**src/rtl/mem_stage_pkg.sv**
```systemverilog
// Shared definitions for the MEM stage: access FSM encoding, EX/MEM record layout,
// and the forward-select codes used by execute and the hazard unit.
package mem_stage_pkg;

  typedef enum logic [1:0] {
    StIdle = 2'd0,
    StWait = 2'd1,
    StDone = 2'd2
  } mem_state_e;

  localparam logic [1:0] FW_REG = 2'b00;
  localparam logic [1:0] FW_MEM = 2'b01;
  localparam logic [1:0] FW_WB  = 2'b10;

  localparam int unsigned CntW = 8;

  typedef struct packed {
    logic        wreg;
    logic        m2reg;
    logic        wmem;
    logic [31:0] alu_r;
    logic [31:0] in_b;
    logic [4:0]  dest_r;
    logic        branch;
    logic        zero;
    logic [31:0] pc;
    logic [3:0]  ins_type;
    logic [3:0]  ins_number;
  } exmem_t;

endpackage

```
**src/rtl/mem_stage_reg_exe_mem.sv**
```systemverilog
// EX/MEM pipeline register (Reg_EXE_MEM): synchronous clear, holds while the
// memory stage is stalled.
module mem_stage_reg_exe_mem
  import mem_stage_pkg::*;
(
  input  logic   clk_i,
  input  logic   rst_i,
  input  logic   hold_i,
  input  exmem_t d_i,
  output exmem_t q_o
);

  exmem_t q_q;

  always_ff @(posedge clk_i) begin
    if (rst_i) begin
      q_q <= '0;
    end else if (!hold_i) begin
      q_q <= d_i;
    end
  end

  assign q_o = q_q;

endmodule

```
**src/rtl/mem_stage.sv**
```systemverilog
// MIPS memory-access stage: req/ack data-memory handshake with timeout, branch
// resolution, forwarding sources and the MEM/WB register.
module mem_stage
  import mem_stage_pkg::*;
#(
  parameter int unsigned TIMEOUT = 16
) (
  input  logic        clk,
  input  logic        rst,
  input  logic        ex_wreg,
  input  logic        ex_m2reg,
  input  logic        ex_wmem,
  input  logic [31:0] ex_aluR,
  input  logic [31:0] ex_inB,
  input  logic [4:0]  ex_destR,
  input  logic        ex_branch,
  input  logic        ex_zero,
  input  logic [31:0] ex_pc,
  input  logic [3:0]  EXE_ins_type,
  input  logic [3:0]  EXE_ins_number,
  output logic        dm_req,
  output logic        dm_we,
  output logic [31:0] dm_addr,
  output logic [31:0] dm_wdata,
  input  logic [31:0] dm_rdata,
  input  logic        dm_ack,
  output logic        mem_stall,
  output logic [31:0] mem_aluR,
  output logic        mem_pcsrc,
  output logic [31:0] mem_branch_pc,
  output logic        mem_err,
  output logic        wb_wreg,
  output logic [4:0]  wb_destR,
  output logic [31:0] wb_dest,
  output logic        wb_m2reg,
  output logic [3:0]  MEM_ins_type,
  output logic [3:0]  MEM_ins_number
);

  localparam logic [CntW-1:0] TimeoutLast = CntW'(TIMEOUT - 1);

  exmem_t     ex_d, exm_q;
  mem_state_e state_q, state_d;
  logic [CntW-1:0] cnt_q, cnt_d;
  logic        err_q, err_d;
  logic [31:0] rdata_q, rdata_d;
  logic        mem_op, req;

  logic        wb_wreg_q, wb_wreg_d;
  logic        wb_m2reg_q, wb_m2reg_d;
  logic [4:0]  wb_dest_r_q, wb_dest_r_d;
  logic [31:0] wb_dest_q, wb_dest_d;

  assign ex_d = '{
    wreg:       ex_wreg,
    m2reg:      ex_m2reg,
    wmem:       ex_wmem,
    alu_r:      ex_aluR,
    in_b:       ex_inB,
    dest_r:     ex_destR,
    branch:     ex_branch,
    zero:       ex_zero,
    pc:         ex_pc,
    ins_type:   EXE_ins_type,
    ins_number: EXE_ins_number
  };

  mem_stage_reg_exe_mem u_reg_exe_mem (
    .clk_i  (clk),
    .rst_i  (rst),
    .hold_i (req),
    .d_i    (ex_d),
    .q_o    (exm_q)
  );

  assign mem_op = exm_q.m2reg | exm_q.wmem;
  // cnt_q counts request cycles already spent; it is zero whenever IDLE issues.
  assign req    = ((state_q == StIdle) && mem_op) || (state_q == StWait);

  always_comb begin
    state_d = state_q;
    cnt_d   = cnt_q;
    err_d   = err_q;
    rdata_d = rdata_q;
    if (state_q == StDone) begin
      cnt_d   = '0;
      state_d = StIdle;
    end else if (req) begin
      if (dm_ack) begin
        rdata_d = dm_rdata;
        state_d = StDone;
      end else if (cnt_q == TimeoutLast) begin
        err_d   = 1'b1;
        rdata_d = '0;
        state_d = StDone;
      end else begin
        cnt_d   = cnt_q + CntW'(1);
        state_d = StWait;
      end
    end else if (state_q != StIdle) begin
      state_d = StIdle;
    end
  end

  always_comb begin
    wb_wreg_d   = 1'b0;
    wb_m2reg_d  = 1'b0;
    wb_dest_r_d = '0;
    wb_dest_d   = '0;
    if (!req) begin
      wb_wreg_d   = exm_q.wreg;
      wb_m2reg_d  = exm_q.m2reg;
      wb_dest_r_d = exm_q.dest_r;
      wb_dest_d   = exm_q.m2reg ? rdata_q : exm_q.alu_r;
    end
  end

  always_ff @(posedge clk) begin
    if (rst) begin
      state_q     <= StIdle;
      cnt_q       <= '0;
      err_q       <= 1'b0;
      rdata_q     <= '0;
      wb_wreg_q   <= 1'b0;
      wb_m2reg_q  <= 1'b0;
      wb_dest_r_q <= '0;
      wb_dest_q   <= '0;
    end else begin
      state_q     <= state_d;
      cnt_q       <= cnt_d;
      err_q       <= err_d;
      rdata_q     <= rdata_d;
      wb_wreg_q   <= wb_wreg_d;
      wb_m2reg_q  <= wb_m2reg_d;
      wb_dest_r_q <= wb_dest_r_d;
      wb_dest_q   <= wb_dest_d;
    end
  end

  assign dm_req         = req;
  assign mem_stall      = req;
  assign dm_we          = exm_q.wmem;
  assign dm_addr        = exm_q.alu_r;
  assign dm_wdata       = exm_q.in_b;
  assign mem_aluR       = exm_q.alu_r;
  assign mem_pcsrc      = exm_q.branch & exm_q.zero;
  assign mem_branch_pc  = exm_q.pc;
  assign mem_err        = err_q;
  assign wb_wreg        = wb_wreg_q;
  assign wb_m2reg       = wb_m2reg_q;
  assign wb_destR       = wb_dest_r_q;
  assign wb_dest        = wb_dest_q;
  assign MEM_ins_type   = exm_q.ins_type;
  assign MEM_ins_number = exm_q.ins_number;

endmodule

```
**config.mk**
```make
export PLATFORM = sky130hd
export DESIGN_NAME = mem_stage
export DESIGN_NICKNAME = d
export VERILOG_FILES = /design/src/rtl/mem_stage_pkg.sv /design/src/rtl/mem_stage_reg_exe_mem.sv /design/src/rtl/mem_stage.sv
export SDC_FILE = /design/constraint.sdc
export NUM_CORES = 1
export LEC_CHECK = 0
export BUFFER_PORTS_ARGS = -buffer_cell sky130_fd_sc_hd__buf_2
export CAP_MARGIN = 20
export CORE_MARGIN = 2
export CORE_UTILIZATION = 48
export CTS_BUF_LIST = sky130_fd_sc_hd__clkbuf_16
export DETAILED_ROUTE_END_ITERATION = 8
export GPL_TIMING_DRIVEN = 0
export PLACE_DENSITY = 0.77
export SLEW_MARGIN = 20
export SYNTH_ARGS = -nofsm -noshare
export SYNTH_HDL_FRONTEND = slang
export SYNTH_SLANG_ARGS = --single-unit
```
**constraint.sdc**
```tcl
create_clock -name clk -period 2 [get_ports clk]
set_input_delay 0.4 -clock clk [delete_from_list [all_inputs] [get_ports clk]]
set_output_delay 0.4 -clock clk [all_outputs]
set_load 0.1 [all_outputs]
```
==> out/results.txt, run 1 <==
Via-to-Cell Ratio -> 4.71
grt met3 use -> 0.0706
Final min period -> 2.01 ns
initial antenna violation count -> 3
Final setup viols -> 1
final wirelength -> 21,800 µm
switching power -> 5.79 mW
worst setup path start -> u_reg_exe_mem.q_o[111]$_SDFFE_PP0N_
TritonCTS clock tree -> yes
Starting Density -> 0.490
Final HPWL DP -> 16,100 µm
CP Max Fanout -> 5
Core Box Area -> 15,900 µm²
met2 global-route usage -> 0.435
startpoint types -> flop
distinct cell type count after synthesis -> 34
ANT nets after route -> 0
CP required -> 1.60 ns
clk root buf -> clkbuf_16
WS Path Type -> flop to output pin
DP Cell Count -> 1,428
vias after detailed routing -> 6,904
syn_nets -> 1,034
PwrDens -> 1260 nW/µm²
Hold Buf Count CTS -> 0
fin crit share -> 1.01
Final Total Pwr -> 13.1 mW
die width -> 131 µm
site row count -> 46
Post-Synthesis Cells -> 884
drt first-iter violations -> 315
fin nets -> 1,383
fmax -> 496 MHz
# DRC -> 0
CTS max path bufs -> 2
violated checks -> negative setup slack
grt met1 use -> 0.297
sw frac -> 0.443
yosys warns -> 0
First-pass DRT Iterations -> 4
GPL Wtd Cong -> 0.872
Leakage -> 5.22 nW
max_cap viols -> 0
Post-Place Setup Slack -> -0.270 ns
Clk Latency, worst-skew pair -> 0.44 ns
Int Power -> 7.29 mW
slew margin rel. -> 0.473
die height -> 131 µm
Worst Tran Pin Value -> 0.791 ns
clk sinks -> 196
status -> complete, but fails checks
Comb power frac -> 0.398
Clk pwr share -> 0.255
fill count -> 1,379
I/O pins -> 329
clock skew -> 0.0125 ns
vias in the first global route -> 6,659
first-pass GRT wire length -> 34,500 µm
cts bufs inserted -> 17
GRT Util Overall -> 0.252
Worst-path clk slew -> 0.07 ns
Syn Std Cell Area -> 7780 µm²
Worst R2R Path Depth -> 8
# H-tree levels -> 4
r2r startpoint -> u_reg_exe_mem.q_o[111]$_SDFFE_PP0N_
CP Capture Point -> mem_stall
Slew Viols, Final -> 0
syn_area_per_cell -> 8.80 µm²
largest net degree at the start of global routing -> 19
non-filler cells, final -> 1,465
total die area -> 17,200 µm²
RSZ-0062 raised after global routing -> true
Wirelength per Cell -> 14.9 µm
port bufs -> 328
reg2reg end -> rdata_q[23]$_SDFFE_PP0P_
Critical Path AT -> 1.61 ns
Setup crit end kind -> output pin
Fin. Hold Viols -> 0
Seq pwr share -> 0.347
worst min-delay path category -> primary input to flop
Area growth, synth to finish -> 33.1%
peak supply drop -> 0.000619 V
Yosys reg bits -> 196
layout cells sized above 1 -> 0.430
Final WS setup -> -0.0148 ns
sequential cell area fraction in the yosys report -> 0.504
Worst R2R Setup Slack -> 0.11 ns
most used routing layer -> met2
gr ovfl total -> 0
power by group through the flow:
stage	Combinational (mW)	Clock, mW	Sequential (mW)
5_1_grt	5.45	3.55	4.58
3_5_place_dp	5.13	0	4.62
2_1_floorplan	3.95	0	4.92
3_3_place_gp	5.10	0	4.61
4_1_cts	5.22	3.39	4.54
6_report	5.20	3.33	4.54
synth_stat cells:
library cell | instances | share of area
a41oi_1 | 1 | 0.0011
buf_6 | 5 | 0.0072
xor2_1 | 3 | 0.0034
or3_1 | 1 | 0.00080
or4_1 | 3 | 0.0029
inv_1 | 2 | 0.00096
nor3_1 | 2 | 0.0013
ha_1 | 1 | 0.0016
nand2_1 | 224 | 0.11
o31ai_1 | 3 | 0.0029
buf_4 | 151 | 0.15
inv_2 | 1 | 0.00048
nor2_2 | 1 | 0.00080
nand3_1 | 5 | 0.0032
a21o_1 | 2 | 0.0019
a21oi_4 | 1 | 0.0021
mux2i_1 | 32 | 0.041
nor4bb_1 | 1 | 0.0013
and2_1 | 9 | 0.0072
o21ai_0 | 3 | 0.0019
a22o_1 | 32 | 0.036
nor4_1 | 1 | 0.00080
a21oi_1 | 120 | 0.077
nand2b_1 | 3 | 0.0024
buf_2 | 8 | 0.0051
nor2_1 | 39 | 0.019
nor2b_1 | 1 | 0.00080
clkbuf_1 | 26 | 0.013
nand4_1 | 1 | 0.00080
and3_1 | 3 | 0.0024
dfxtp_1 | 196 | 0.50
or3_4 | 1 | 0.0014
nor3b_1 | 1 | 0.00096
buf_1 | 1 | 0.00048
logic make-up after synthesis:
kind of cell    Yosys count  synth area share
simple gates            296             0.154
flops                   196             0.504
buf+inv                 194             0.173
compound gates          162             0.123
mux                      32            0.0412
xor+xnor                  3           0.00338
fa+ha+maj                 1           0.00161
registers in the layout, indices dropped and copies added (netlist names):
register and count:
cnt_q 8, wb_wreg 1, state_q 2, wb_destR 5, mem_err 1, rdata_q 32
u_reg_exe_mem.q_o 114, wb_m2reg 1, wb_dest 32
per-layer routing:
layer | vias to the layer above | wire length, µm
li1 | 3459 | -
met1 | 3154 | 9020
met2 | 247 | 10800
met3 | 44 | 1430
met4 | 0 | 599
met5 | - | 0
cell usage in the layout, fill, tap and decap left out, types with 4 or more instances in the layout:
cell type and instances:
a21oi_1 120, a22o_1 32, and2_1 9, buf_2 332, buf_4 156, buf_6 6, clkbuf_1 23, clkbuf_16 17
clkinv_4 4, dfxtp_1 194, mux2i_1 32, nand2_1 224, nand3_1 5, nor2_1 39
cell type report:
type                    count  area, µm²  area share
flip-flops and latches    196       3930       0.379
inverters                   3       23.8     0.00229
multi-input cells         494       2530       0.244
well taps                 216        270      0.0261
repair buffers            333       1700       0.164
clock inverters            15        153      0.0147
plain buffers             188       1330       0.128
clock buffers              17        425      0.0411
diodes                      3       7.51    0.000725
worst max-delay path: stages, from the launching register on:
cell and delay, ns:
dfxtp_4 0.35, or3_4 0.38, nand2b_4 0.14, inv_12 0.05
buf_6 0.11, buf_12 0.15
through the flow:
| step | util | hold slack [ns] | cell area, µm² | TNS, ns |
|---|---|---|---|---|
| 6_report | 0.652 | 0.173 | 10400 | -0.0148 |
| 4_1_cts | 0.651 | 0.156 | 10300 | -0.293 |
| 2_1_floorplan | - | 0.427 | 7800 | 0 |
| 5_1_grt | 0.652 | 0.168 | 10400 | -0.0918 |
| 3_5_place_dp | 0.611 | 0.440 | 9710 | -11.91 |
| 3_3_place_gp | 0.611 | 0.435 | 9710 | -8.93 |
repair_timing:
action                     in CTS  in global routing
pin swaps                       1                  1
setup buffers                   4                  1
setup endpoints to repair       3                 96
resized for setup              12                 13
worst min-delay path by stage:
stage                                              from                                   to  slack [ns]  depth (start not counted)
finish                                     dm_rdata[16]             rdata_q[16]$_SDFFE_PP0P_        0.17                          2
global route                               dm_rdata[18]             rdata_q[18]$_SDFFE_PP0P_        0.17                          2
CTS                                        dm_rdata[16]             rdata_q[16]$_SDFFE_PP0P_        0.16                          2
detailed placement   u_reg_exe_mem.q_o[46]$_SDFFE_PP0N_               wb_destR[4]$_SDFF_PP0_        0.44                          1
global placement     u_reg_exe_mem.q_o[43]$_SDFFE_PP0N_   u_reg_exe_mem.q_o[43]$_SDFFE_PP0N_        0.43                          2
floorplan           u_reg_exe_mem.q_o[113]$_SDFFE_PP0N_  u_reg_exe_mem.q_o[113]$_SDFFE_PP0N_        0.43                          2
(Power assumes the default switching activity.)
==> run 2: changes to the inputs <==
--- a/config.mk
+++ b/config.mk
@@ -7,8 +7,10 @@
 export LEC_CHECK = 0
 export BUFFER_PORTS_ARGS = -buffer_cell sky130_fd_sc_hd__buf_2
 export CAP_MARGIN = 20
+export CELL_PAD_IN_SITES_DETAIL_PLACEMENT = 2
+export CELL_PAD_IN_SITES_GLOBAL_PLACEMENT = 2
 export CORE_MARGIN = 2
-export CORE_UTILIZATION = 48
+export CORE_UTILIZATION = 27
 export CTS_BUF_LIST = sky130_fd_sc_hd__clkbuf_16
 export DETAILED_ROUTE_END_ITERATION = 8
 export GPL_TIMING_DRIVEN = 0
==> run 2 against run 1 <==
Net effect: the flow still finishes with violations (negative setup slack); maximum frequency shrank 6.4%; combinational power up 3%; total power is 2.9% higher; register-to-register slack got worse by 0.03 ns; global-route usage shrank 6.5 points; critical path depth grew 1; wire length rose by 31%; hold slack got worse by 0.013 ns; largest power group unchanged.
==> out/results.txt, run 2 (same netlist as run 1, synthesis figures left out) <==
status -> complete, but fails checks
violated checks -> negative setup slack
max_cap viols -> 0
I/O pins -> 329
Critical Path AT -> 1.75 ns
Starting Density -> 0.273
WHS Path Cells -> 2
Worst R2R Path Depth -> 8
Final min period -> 2.15 ns
port bufs -> 328
fin nets -> 1,387
peak supply drop -> 0.000417 V
Setup crit end kind -> output pin
die height -> 174 µm
clk root buf -> clkbuf_16
hold slack -> 0.159 ns
Wirelength per Cell -> 17.5 µm
die width -> 174 µm
initial antenna violation count -> 4
TritonCTS clock tree -> yes
ANT nets after route -> 0
vias in the first global route -> 7,749
Clk Latency, worst-skew pair -> 0.45 ns
fill count -> 3,340
CP required -> 1.60 ns
Worst Tran Pin Value -> 0.974 ns
Final WS setup -> -0.152 ns
most common cell after layout, fill and taps aside -> buf_2
drt first-iter violations -> 229
CP Max Fanout -> 3
Area growth, synth to finish -> 37.0%
Leakage -> 5.27 nW
# H-tree levels -> 4
worst min-delay path category -> primary input to flop
GPL Wtd Cong -> 0.727
vias after detailed routing -> 7,223
first-pass GRT wire length -> 44,000 µm
RSZ-0062 raised after global routing -> true
clk sinks -> 196
Hold Buf Count CTS -> 0
fin crit share -> 1.08
# DRC -> 0
Layout Utilization -> 0.373
First-pass DRT Iterations -> 5
max reg flops -> 114
cts bufs inserted -> 17
Worst-path clk slew -> 0.09 ns
total die area -> 30,200 µm²
gr ovfl total -> 0
Sum Neg Setup Slack -> -0.270 ns
PwrDens -> 1260 nW/µm²
Final setup viols -> 2
fmax -> 465 MHz
layout cells sized above 1 -> 0.437
WS Path Type -> flop to output pin
Core Box Area -> 28,500 µm²
clock skew -> 0.0212 ns
final wirelength -> 28,700 µm
startpoint types -> flop
Fin. Hold Viols -> 0
site row count -> 62
Slew Viols, Final -> 0
Final HPWL DP -> 21,700 µm
slew margin rel. -> 0.350
commonest cells after routing, fill and taps aside -> buf_2, nand2_1, dfxtp_1
Via-to-Cell Ratio -> 4.42
GRT Util Overall -> 0.187
largest net degree at the start of global routing -> 22
CTS max path bufs -> 2
[run 2: cell count changes in the layout (fill, tap and decap cells not counted), moves of 2 or more]
cell	previous run	this run
buf_4	156	159
buf_8	0	2
clkbuf_1	23	21
clkinv_8	1	6
clkinvlp_4	3	0
[run 2: worst paths after layout]
| check | from | endpoint | slack (ns) |
|---|---|---|---|
| worst min register to register | u_reg_exe_mem.q_o[43]$_SDFFE_PP0N_ | u_reg_exe_mem.q_o[43]$_SDFFE_PP0N_ | 0.45 |
| worst max-delay path | u_reg_exe_mem.q_o[111]$_SDFFE_PP0N_ | mem_stall | -0.15 |
| worst max register to register | u_reg_exe_mem.q_o[111]$_SDFFE_PP0N_ | rdata_q[1]$_SDFFE_PP0P_ | 0.08 |
| worst min-delay path | dm_rdata[12] | rdata_q[12]$_SDFFE_PP0P_ | 0.16 |
[run 2: stage by stage]
stage	cell area, µm²	setup slack [ns]	total power [mW]	std cells
2_1_floorplan	7800	0.0344	8.87	884
3_3_place_gp	9920	-0.535	9.82	1596
3_5_place_dp	9920	-0.529	9.92	1596
4_1_cts	10600	-0.315	13.6	1633
5_1_grt	10700	-0.207	14.0	1636
6_report	10700	-0.152	13.5	1636
[run 2: what timing repair did]
action	CTS	global route
gates resized for setup	22	11
endpoints found under the setup margin	98	151
buffers inserted	5	3
gates cloned	0	0
pin swaps	1	2
[run 2: power breakdown]
group	internal, mW	switching, mW
clock network	1.70	1.85
logic	1.28	4.08
registers	4.29	0.254
[run 2: layout make-up]
cell class	count	area, µm²	area share
Sequential cell	196	3930	0.369
Multi-Input combinational cell	494	2540	0.238
Timing Repair Buffer	336	1720	0.161
Buffer	189	1360	0.127
Tap cell	384	480	0.0451
Clock buffer	17	425	0.0399
Clock inverter	15	184	0.0173
Inverter	3	23.8	0.00223
Antenna cell	2	5.00	0.000469
[run 2: critical path, stage by stage (launching register included)]
cell and delay (ns):
dfxtp_4 0.36, or3_4 0.38, nand2b_4 0.14, inv_12 0.04, buf_8 0.12, buf_6 0.11
buf_12 0.15
[run 2: layer usage]
layer,vias to the layer above,routed length (µm),track usage
met5,-,27,0
met4,4,634,0.0662
met3,40,1830,0.0537
met2,215,14500,0.331
met1,3505,11700,0.215
li1,3459,-,-
